--- config.mk ---
export PLATFORM = sky130hd
export DESIGN_NAME = mac_sequencer_flat
export DESIGN_NICKNAME = d
export VERILOG_FILES = /design/src/rtl/mac_seq_pkg.sv /design/src/rtl/mac_sequencer_if.sv /design/src/rtl/mac_seq_counter.sv /design/src/rtl/mac_sequencer.sv /design/src/flat_wrapper.sv
export SDC_FILE = /design/constraint.sdc
export NUM_CORES = 1
export LEC_CHECK = 0
export CORE_MARGIN = 3
export CORE_UTILIZATION = 40
export DETAILED_ROUTE_END_ITERATION = 8
export GPL_TIMING_DRIVEN = 0
export PLACE_DENSITY = 0.8
export RECOVER_POWER = 25
export SYNTH_ARGS = -nofsm -noshare
export SYNTH_HDL_FRONTEND = slang
export SYNTH_SLANG_ARGS = --single-unit
--- constraint.sdc ---
create_clock -name clk -period 2.2 [get_ports clk]
set_input_delay 0.33 -clock clk [delete_from_list [all_inputs] [get_ports clk]]
set_output_delay 0.33 -clock clk [all_outputs]
set_load 0.005 [all_outputs]
--- src/rtl/mac_seq_pkg.sv ---
// Shared types and constants for the MAC job sequencer: FSM state encoding,
// default lane count and the 2-bit ternary weight encoding used by the array.
package mac_seq_pkg;

  typedef enum logic [2:0] {
    ST_IDLE  = 3'd0,
    ST_CLEAR = 3'd1,
    ST_ACC   = 3'd2,
    ST_COPY  = 3'd3,
    ST_DRAIN = 3'd4
  } state_t;

  localparam int LANES_DEFAULT = 4;

  localparam logic [1:0] W_ZERO    = 2'b00;
  localparam logic [1:0] W_POS     = 2'b01;
  localparam logic       W_NEG_MSB = 1'b1;

  // Signed value of one packed ternary weight; any code with the MSB set is -1.
  function automatic logic signed [1:0] ternary_of(input logic [1:0] code);
    if (code[1] == W_NEG_MSB) return -2'sd1;
    if (code == W_POS)        return 2'sd1;
    return 2'sd0;
  endfunction

  // Weights reach the array only on an accepted beat; otherwise all lanes see zero
  // so the accumulators hold their value.
  function automatic logic [7:0] gate_weights(input logic fire, input logic [7:0] w);
    return fire ? w : {4{W_ZERO}};
  endfunction

endpackage

--- src/rtl/mac_sequencer_if.sv ---
// Host/array-facing signal bundle of the MAC job sequencer. The sequencer
// uses the slave view; the host side (chip I/O glue or a bench) uses master.
interface mac_sequencer_if #(
  parameter int LEN_W = 8,
  parameter int LANES = 4
);
  localparam int LANE_W = (LANES > 1) ? $clog2(LANES) : 1;

  logic              start;
  logic [LEN_W-1:0]  cfg_len;
  logic              abort;
  logic              in_valid;
  logic [7:0]        in_weights;
  logic [7:0]        in_act;
  logic              in_ready;
  logic              busy;
  logic              done;
  logic              out_valid;
  logic [LANE_W-1:0] out_lane;
  logic [7:0]        arr_weights;
  logic [7:0]        arr_act;
  logic              arr_reset_acc;
  logic              arr_copy;
  logic              arr_restart;

  modport master (
    output start, cfg_len, abort, in_valid, in_weights, in_act,
    input  in_ready, busy, done, out_valid, out_lane,
    input  arr_weights, arr_act, arr_reset_acc, arr_copy, arr_restart
  );

  modport slave (
    input  start, cfg_len, abort, in_valid, in_weights, in_act,
    output in_ready, busy, done, out_valid, out_lane,
    output arr_weights, arr_act, arr_reset_acc, arr_copy, arr_restart
  );

endinterface

--- src/rtl/mac_seq_counter.sv ---
// Loadable counter with a zero flag. Down variant saturates at zero; the
// up variant (UP=1) wraps naturally at its width.
module mac_seq_counter #(
  parameter int W  = 8,
  parameter bit UP = 1'b0
) (
  input  logic         clk,
  input  logic         rst_n,
  input  logic         i_load,
  input  logic [W-1:0] i_load_val,
  input  logic         i_en,
  output logic [W-1:0] o_cnt,
  output logic         o_zero
);

  logic [W-1:0] r_cnt;

  always_ff @(posedge clk or negedge rst_n) begin
    if (!rst_n) begin
      r_cnt <= '0;
    end else if (i_load) begin
      r_cnt <= i_load_val;
    end else if (i_en) begin
      if (UP) begin
        r_cnt <= r_cnt + W'(1);
      end else if (r_cnt != '0) begin
        r_cnt <= r_cnt - W'(1);
      end
    end
  end

  assign o_cnt  = r_cnt;
  assign o_zero = (r_cnt == '0);

endmodule

--- src/rtl/mac_sequencer.sv ---
// Job controller for the ternary MAC systolic array: clear, stream beats,
// snapshot the accumulators and drain one result byte per lane.
module mac_sequencer
  import mac_seq_pkg::*;
#(
  parameter int LEN_W = 8,
  parameter int LANES = LANES_DEFAULT
) (
  input logic           clk,
  input logic           rst_n,
  mac_sequencer_if.slave bus
);

  localparam int LANE_W = (LANES > 1) ? $clog2(LANES) : 1;

  state_t            r_state;
  state_t            w_state_nxt;
  logic              r_clear;
  logic              r_acc;
  logic              r_copy;
  logic              r_drain;
  logic              r_busy;

  logic              w_fire;
  logic              w_load;
  logic              w_cnt_zero;
  logic              w_lane_last;
  logic [LANE_W-1:0] w_lane;
  logic [LEN_W-1:0]  w_unused_cnt;
  logic              w_unused_lane_zero;

  assign w_fire      = r_acc & bus.in_valid & ~bus.abort;
  assign w_load      = (r_state == ST_IDLE) & bus.start & ~bus.abort;
  assign w_lane_last = (w_lane == LANE_W'(LANES - 1));

  mac_seq_counter #(.W(LEN_W), .UP(1'b0)) u_beat_cnt (
    .clk        (clk),
    .rst_n      (rst_n),
    .i_load     (w_load),
    .i_load_val (bus.cfg_len),
    .i_en       (w_fire),
    .o_cnt      (w_unused_cnt),
    .o_zero     (w_cnt_zero)
  );

  // The lane index is reloaded in COPY so it reads 0 on the first DRAIN cycle.
  mac_seq_counter #(.W(LANE_W), .UP(1'b1)) u_lane_cnt (
    .clk        (clk),
    .rst_n      (rst_n),
    .i_load     (r_copy),
    .i_load_val ('0),
    .i_en       (r_drain),
    .o_cnt      (w_lane),
    .o_zero     (w_unused_lane_zero)
  );

  always_comb begin
    w_state_nxt = r_state;
    if (r_state != ST_IDLE && bus.abort) begin
      w_state_nxt = ST_IDLE;
    end else begin
      case (r_state)
        ST_IDLE:  if (w_load) w_state_nxt = ST_CLEAR;
        ST_CLEAR: w_state_nxt = ST_ACC;
        ST_ACC:   if (w_fire && w_cnt_zero) w_state_nxt = ST_COPY;
        ST_COPY:  w_state_nxt = ST_DRAIN;
        ST_DRAIN: if (w_lane_last) w_state_nxt = ST_IDLE;
        default:  w_state_nxt = ST_IDLE;
      endcase
    end
  end

  // State and its Moore decodes are registered together so array controls are glitch-free.
  always_ff @(posedge clk or negedge rst_n) begin
    if (!rst_n) begin
      r_state <= ST_IDLE;
      r_clear <= 1'b0;
      r_acc   <= 1'b0;
      r_copy  <= 1'b0;
      r_drain <= 1'b0;
      r_busy  <= 1'b0;
    end else begin
      r_state <= w_state_nxt;
      r_clear <= (w_state_nxt == ST_CLEAR);
      r_acc   <= (w_state_nxt == ST_ACC);
      r_copy  <= (w_state_nxt == ST_COPY);
      r_drain <= (w_state_nxt == ST_DRAIN);
      r_busy  <= (w_state_nxt != ST_IDLE);
    end
  end

  // abort kills handshake and output strobes in the same cycle it is raised.
  assign bus.in_ready      = r_acc & ~bus.abort;
  assign bus.arr_weights   = gate_weights(w_fire, bus.in_weights);
  assign bus.arr_act       = bus.in_act;
  assign bus.arr_reset_acc = r_clear;
  assign bus.arr_copy      = r_copy;
  assign bus.arr_restart   = r_copy;
  assign bus.busy          = r_busy;
  assign bus.out_valid     = r_drain & ~bus.abort;
  assign bus.out_lane      = r_drain ? w_lane : '0;
  assign bus.done          = r_drain & w_lane_last & ~bus.abort;

endmodule

--- src/flat_wrapper.sv ---
// flat-port wrapper written by rule: the top's interface ports become plain ports
module mac_sequencer_flat import mac_seq_pkg::*;
#(
  parameter int LEN_W = 8,
  parameter int LANES = LANES_DEFAULT
)
  (clk, rst_n, bus_start, bus_cfg_len, bus_abort, bus_in_valid, bus_in_weights, bus_in_act, bus_in_ready, bus_busy, bus_done, bus_out_valid, bus_out_lane, bus_arr_weights, bus_arr_act, bus_arr_reset_acc, bus_arr_copy, bus_arr_restart);
  mac_sequencer_if #(.LEN_W(LEN_W), .LANES(LANES)) bus_i ();
  input logic clk;
  input logic rst_n;
  input wire logic [$bits(bus_i.start)-1:0] bus_start;
  input wire logic [$bits(bus_i.cfg_len)-1:0] bus_cfg_len;
  input wire logic [$bits(bus_i.abort)-1:0] bus_abort;
  input wire logic [$bits(bus_i.in_valid)-1:0] bus_in_valid;
  input wire logic [$bits(bus_i.in_weights)-1:0] bus_in_weights;
  input wire logic [$bits(bus_i.in_act)-1:0] bus_in_act;
  output wire logic [$bits(bus_i.in_ready)-1:0] bus_in_ready;
  output wire logic [$bits(bus_i.busy)-1:0] bus_busy;
  output wire logic [$bits(bus_i.done)-1:0] bus_done;
  output wire logic [$bits(bus_i.out_valid)-1:0] bus_out_valid;
  output wire logic [$bits(bus_i.out_lane)-1:0] bus_out_lane;
  output wire logic [$bits(bus_i.arr_weights)-1:0] bus_arr_weights;
  output wire logic [$bits(bus_i.arr_act)-1:0] bus_arr_act;
  output wire logic [$bits(bus_i.arr_reset_acc)-1:0] bus_arr_reset_acc;
  output wire logic [$bits(bus_i.arr_copy)-1:0] bus_arr_copy;
  output wire logic [$bits(bus_i.arr_restart)-1:0] bus_arr_restart;
  assign bus_i.start = bus_start;
  assign bus_i.cfg_len = bus_cfg_len;
  assign bus_i.abort = bus_abort;
  assign bus_i.in_valid = bus_in_valid;
  assign bus_i.in_weights = bus_in_weights;
  assign bus_i.in_act = bus_in_act;
  assign bus_in_ready = bus_i.in_ready;
  assign bus_busy = bus_i.busy;
  assign bus_done = bus_i.done;
  assign bus_out_valid = bus_i.out_valid;
  assign bus_out_lane = bus_i.out_lane;
  assign bus_arr_weights = bus_i.arr_weights;
  assign bus_arr_act = bus_i.arr_act;
  assign bus_arr_reset_acc = bus_i.arr_reset_acc;
  assign bus_arr_copy = bus_i.arr_copy;
  assign bus_arr_restart = bus_i.arr_restart;
  mac_sequencer #(.LEN_W(LEN_W), .LANES(LANES)) u_core (.clk(clk), .rst_n(rst_n), .bus(bus_i));
endmodule
After elaboration in Yosys (flattened, before gate mapping)
Index checks and enable logic that the tools add are counted.
{"block": "totals", "ff_bits": 18, "in_bits": 29, "output_inout_bits": 25, "word_cells": 51}
{"block": "op_classes", "n_addsub": 2, "n_eq_ne": 9, "muxes": 12, "bitwise_logic": 9, "reduce_logical": 11}
{"operator": "two-way mux 8 bit", "n": 4}
{"operator": "one-hot mux 3 bit (5 select lines)", "n": 1}
{"operator": "== test 3 x 2 -> 1 bit (second input constant)", "n": 4}
{"operator": "two-way mux 3 bit", "n": 4}
{"operator": "bitwise AND 1 bit", "n": 8}
{"operator": "logical NOT 8 bit", "n": 1}
{"operator": "nonzero test 8 bit", "n": 1}
{"operator": "subtractor 8 x 1 -> 8 bit (second input constant)", "n": 1}
{"operator": "== test 3 x 1 -> 1 bit (second input constant)", "n": 2}
{"operator": "== test 3 bit (second input constant)", "n": 2}
{"operator": "two-way mux 2 bit", "n": 3}
{"operator": "nonzero test 2 bit", "n": 3}
{"operator": "nonzero test 3 bit", "n": 2}
{"operator": "logical NOT 3 bit", "n": 1}
{"operator": "adder 2 x 1 -> 2 bit (second input constant)", "n": 1}
{"operator": "== test 2 bit (second input constant)", "n": 1}
{"operator": "logical AND 1 bit", "n": 2}
{"operator": "AND reduction 2 bit", "n": 1}
{"operator": "NOT 1 bit", "n": 1}

Longest topological paths before layout
{"block": "logic_depth", "word_depth": 7, "ltp_mapped": 6, "mapped_depth_nobuf": 6}

Cells and area by module
From an unflattened synthesis, not the netlist that was laid out.
{"block": "unflattened", "cells_unflattened": 117, "hier_area_um2": 1112.3}
{"mod": "mac_seq_counter at u_core.u_beat_cnt", "instances": 1, "cells_per_inst": 56, "area_per_inst_um2": 523.0, "seq_area_each_um2": 200.2}
{"mod": "mac_sequencer", "instances": 1, "cells_per_inst": 50, "area_per_inst_um2": 483.0, "seq_area_each_um2": 200.2}
{"mod": "mac_seq_counter at u_core.u_lane_cnt", "instances": 1, "cells_per_inst": 11, "area_per_inst_um2": 106.4, "seq_area_each_um2": 50.0}

Worst setup path before layout
No wires, ideal clock.
{"block": "synth_timing", "path_kind": "register to register", "from": "register u_core.u_beat_cnt.r_cnt[0], in the netlist u_core.u_beat_cnt.o_cnt[0]", "to": "register u_core.u_beat_cnt.r_cnt[1], in the netlist u_core.u_beat_cnt.o_cnt[1]", "setup_time_ps": 77, "arrival_time_ps": 1692, "required_time_ps": 2123, "slack_ps": 430, "stages_incl_launch_ff": 7, "path_buffers": 0, "period_less_slack_ps": 1770, "path_cell_list": "dfrtp_1 -> inv_1 -> ha_1 -> or3b_2 -> o21ai_2 -> mux2_1 -> a21oi_1"}
{"block": "synth_via", "elab_chain_len": 4, "elab_cells_between_ends": 7, "classes_between": "add/sub: 1; mux: 3; reduce/logical: 3"}
{"element": "start, declared", "line_no": "mac_seq_counter.sv:16", "source": "logic [W-1:0] r_cnt;"}
{"element": "start signal, assigned", "line_no": "mac_seq_counter.sv:22", "source": "r_cnt <= i_load_val;"}
{"element": "start signal, assigned", "line_no": "mac_seq_counter.sv:25", "source": "r_cnt <= r_cnt + W'(1);"}
{"element": "start signal, assigned", "line_no": "mac_seq_counter.sv:27", "source": "r_cnt <= r_cnt - W'(1);"}
{"element": "subtractor 8 x 1 -> 8 bit", "line_no": "mac_seq_counter.sv:27"}
{"element": "two-way mux 8 bit", "line_no": "mac_seq_counter.sv:26", "source": "end else if (r_cnt != '0) begin"}
{"element": "two-way mux 8 bit", "line_no": "mac_seq_counter.sv:23", "source": "end else if (i_en) begin"}
{"element": "two-way mux 8 bit", "line_no": "mac_seq_counter.sv:21", "source": "end else if (i_load) begin"}
Several ways; a longest one is shown, not always the timed one. The select of a mux whose other input is x is not followed.
A chain may end at the register's enable or synchronous reset.

Final worst setup path
{"block": "layout_timing", "from": "register u_core.r_acc", "to": "output bus_arr_weights[7]"}
{"block": "layout_via", "elab_chain_len": 3}
{"element": "start, declared", "line_no": "mac_sequencer.sv:19", "source": "logic r_acc;"}
{"element": "start signal, assigned", "line_no": "mac_sequencer.sv:85", "source": "r_acc <= (w_state_nxt == ST_ACC);"}
{"element": "bitwise AND 1 bit (2 in series)", "line_no": "mac_sequencer.sv:32", "source": "assign w_fire = r_acc & bus.in_valid & ~bus.abort;"}
{"element": "two-way mux 8 bit", "line_no": "mac_seq_pkg.sv:29", "source": "return fire ? w : {4{W_ZERO}};"}
{"element": "end, declared", "line_no": "flat_wrapper.sv:22", "source": "output wire logic [$bits(bus_i.arr_weights)-1:0] bus_arr_weights;"}
Every way passes these cells.

==> results.toml <==
[placed_design]
place_hpwl_mm = 2.08
place_inst = 185
place_congestion = 0.831
numPortBuffers = 44

[grt]
grt_max_degree = 19
grtUsageMet3_pct = 3.56
grt_use_total_pct = 15.2
gr-usage-met1_pct = 18.8
grt_pass1_vias = 926
grt-ovfl-total = 0
grt_pass1_wl_mm = 3.97
grt_antenna_before_repair = 0
busiest_layer = "met2"
grtUsageMet2_pct = 27.1

[critical_path]
reg2reg_depth = 6
worstReg2RegStart = "u_core.u_beat_cnt.o_cnt[0]"
worstSetupEndpointType = "output port"
required_ns = 1.87
crit_type = "reg -> out"
rr_endpoint = "u_core.u_beat_cnt.o_cnt[1]"
start_kind = "register"
cp_max_fo = 6
worstPathArrival_ns = 1.63
rrSetupSlack_ns = 0.27

[sta]
rsz0062_at_grt = "false"
worst_pin_slew_ns = 0.811
fin_crit_sh_pct = 89.0
whs_ns = 0.212
maxSlewHeadroom_pct = 45.7
clock.fmax_ghz = 0.511
fin_worst_skew_ns = 0.00566
finalSetupViolations = 0
maxSlewViolCount = 0
finalHoldViolCount = 0
tns_ns = 0
final.min_clock_period_ns = 1.96

[power_and_ir_drop]
power_mw = 0.939
power_density_nw_per_um2 = 583
p_switching_mw = 0.289
ir_drop_mv = 0.437
p_clk_share_pct = 21.2
comb_power_share_pct = 28.7
p_seq_share_pct = 50.1
internal-power_mw = 0.650
p_leak_nw = 0.691
p_sw_share_pct = 30.8

[yosys]
ys_warn_count = 0
ys_seq_elements = 18
synth_seq_area_share_pct = 41.3
avgSynthCellArea_sq_um = 9.82
synth_fp_nets = 143
yosysUniqueCellTypes = 38
syn_area_sq_um = 1090
syn_inst = 111

[min_path]
min_from = "bus_abort"
whs_endpoint = "u_core.r_drain"
hold_path_class = "in -> reg"
min_delay_path_depth = 2

[cts]
cts_tree = "yes"
clkTransAtPathRegs_ns = 0.10
clk_latency_ns = 0.29
cts.path.max_buffers = 2
clock_sinks = 18
htreeDepth = 1
cts-root-buf = "clkbuf_4"
numCtsBuffers = 3
cts.hold.buffers_added = 0
postCtsSetupBuffers = 0

[floorplanning]
fp.dieArea_sq_um = 3390
die_height_um = 58.2
die_x_um = 58.2
io_pins = 54
num_rows = 18
core_area_sq_um = 2520
initial_core_util_pct = 43.2

[routing]
ant_nets = 0
dr.pass1.iters = 4
wl_per_cell_um = 13.7
drcViolationCount = 0
wl_mm = 2.58
drt_first_iter_violations = 19
vias_per_cell = 5.01
vias = 947

[cells_and_area]
layout-drive-gt1-share_pct = 16.4
area.sequential_sq_um = 450
multi_input_area_sq_um = 551
layout.cells.non_filler = 189
n_fill_cell = 222
final_cell_mix = "clkdlybuf4s50_1, dfrtp_1, nor2_1, and2_1, buf_4"
final_common_cell = "clkdlybuf4s50_1"
final_nets = 192
area_delta_synth_final_pct = 47.9
n_antenna_cell = 0

[run_status]
status = "complete, no violations"

[flow_run]
drv_cap = 0
-- power by group through the flow --
stage,clock network (mW),registers [mW],logic [mW]
3_3_place_gp,0,0.467,0.252
5_1_grt,0.224,0.480,0.303
3_5_place_dp,0,0.477,0.271
6_report,0.199,0.471,0.270
2_1_floorplan,0,0.457,0.159
4_1_cts,0.210,0.470,0.274
-- stage by stage --
stage          worst slack, ns  area [sq um]  util (%)
6_report                 0.243          1610      63.9
5_1_grt                  0.141          1610      63.9
4_1_cts                 0.0112          1600      63.4
3_5_place_dp           -0.0672          1570      62.2
3_3_place_gp           -0.0578          1570      62.2
2_1_floorplan            0.430          1090         -
-- per-layer routing --
metal,part of all wire (%),wire (um),up-vias
met3,5.3,136,2
met5,0,0,-
li1,-,-,472
met2,51,1320,28
met4,0.85,22,0
met1,43,1110,445
-- cell families (layout without fill, tap and decap cells) --
logic type | after synthesis | count (layout) | synth area share [%]
AND/OR/NAND/NOR | 50 | 51 | 28.6
flip-flops | 18 | 18 | 41.3
AO/OA/AOI/OAI | 16 | 16 | 9.99
buffers and inverters | 15 | 62 | 9.07
XOR/XNOR | 7 | 7 | 5.63
adder cells (fa/ha/maj) | 3 | 3 | 3.44
multiplexers | 2 | 2 | 1.95
-- layout make-up --
cell class | instances | share of cell area (%)
well taps | 30 | 2.33
multi-input cells | 79 | 34.2
inverters | 3 | 0.699
repair buffers | 44 | 27.5
flip-flops and latches | 18 | 28.0
clock buffers | 4 | 2.25
plain buffers | 11 | 5.12
-- cell usage after synthesis --
cell type / n / share of area (%)
nor2_1: 15 / 5.2
and3b_2: 1 / 0.92
nand2_2: 1 / 0.57
buf_6: 1 / 1.0
and2b_2: 2 / 1.6
mux2_1: 1 / 1.0
nand3b_1: 2 / 1.4
and2_1: 11 / 6.3
a21oi_1: 8 / 3.7
nor4_1: 2 / 1.1
mux2i_1: 1 / 0.92
or3b_2: 1 / 0.80
nand2_1: 4 / 1.4
xnor2_1: 4 / 3.2
or4_1: 1 / 0.69
nor4_2: 1 / 1.1
or3_1: 1 / 0.57
dfrtp_1: 18 / 41
nand3_1: 1 / 0.46
or4_4: 1 / 1.0
o41ai_2: 1 / 1.5
nor3b_2: 1 / 1.1
a2111oi_1: 1 / 0.92
inv_1: 3 / 1.0
a31oi_1: 2 / 1.1
o21ai_2: 1 / 0.80
nor3_1: 2 / 0.92
nand4b_4: 1 / 2.2
nand2b_1: 1 / 0.57
o211ai_1: 1 / 0.69
buf_2: 1 / 0.46
clkbuf_1: 1 / 0.34
buf_4: 9 / 6.2
o21ai_0: 1 / 0.46
xor2_1: 3 / 2.4
nand4_1: 1 / 0.57
o2111ai_1: 1 / 0.80
ha_1: 3 / 3.4
-- state kept, by name (all words and copies together), names as in the netlist --
register and flops:
u_core.r_acc 1, u_core.bus.arr_copy 1, u_core.bus.busy 1, u_core.bus.arr_reset_acc 1, u_core.r_drain 1, u_core.u_lane_cnt.o_cnt 2, u_core.r_state 3, u_core.u_beat_cnt.o_cnt 8
-- repair_timing --
item | CTS | global route
setup endpoints to repair | 8 | 8
pin swaps | 0 | 1
gates resized for setup | 0 | 2
gates cloned | 0 | 1
-- worst max-delay path by stage --
| stage | from | to | slack [ns] | cells past startpoint |
|---|---|---|---|---|
| 6_report | u_core.r_acc | bus_arr_weights[7] | 0.24 | 3 |
| 4_1_cts | bus_in_valid | bus_arr_weights[3] | 0.01 | 4 |
| 3_3_place_gp | bus_in_valid | bus_arr_weights[6] | -0.06 | 5 |
| 2_1_floorplan | u_core.u_beat_cnt.o_cnt[0] | u_core.u_beat_cnt.o_cnt[1] | 0.43 | 6 |
| 5_1_grt | u_core.u_beat_cnt.o_cnt[0] | u_core.u_beat_cnt.o_cnt[1] | 0.14 | 6 |
| 3_5_place_dp | bus_in_valid | bus_arr_weights[2] | -0.07 | 5 |
-- critical path, stage by stage (launching register included) --
cell	delay, ns
dfrtp_1	0.43
and3b_2	0.28
and2_1	0.13
clkdlybuf4s50_1	0.49
(Power assumes the default switching activity.)
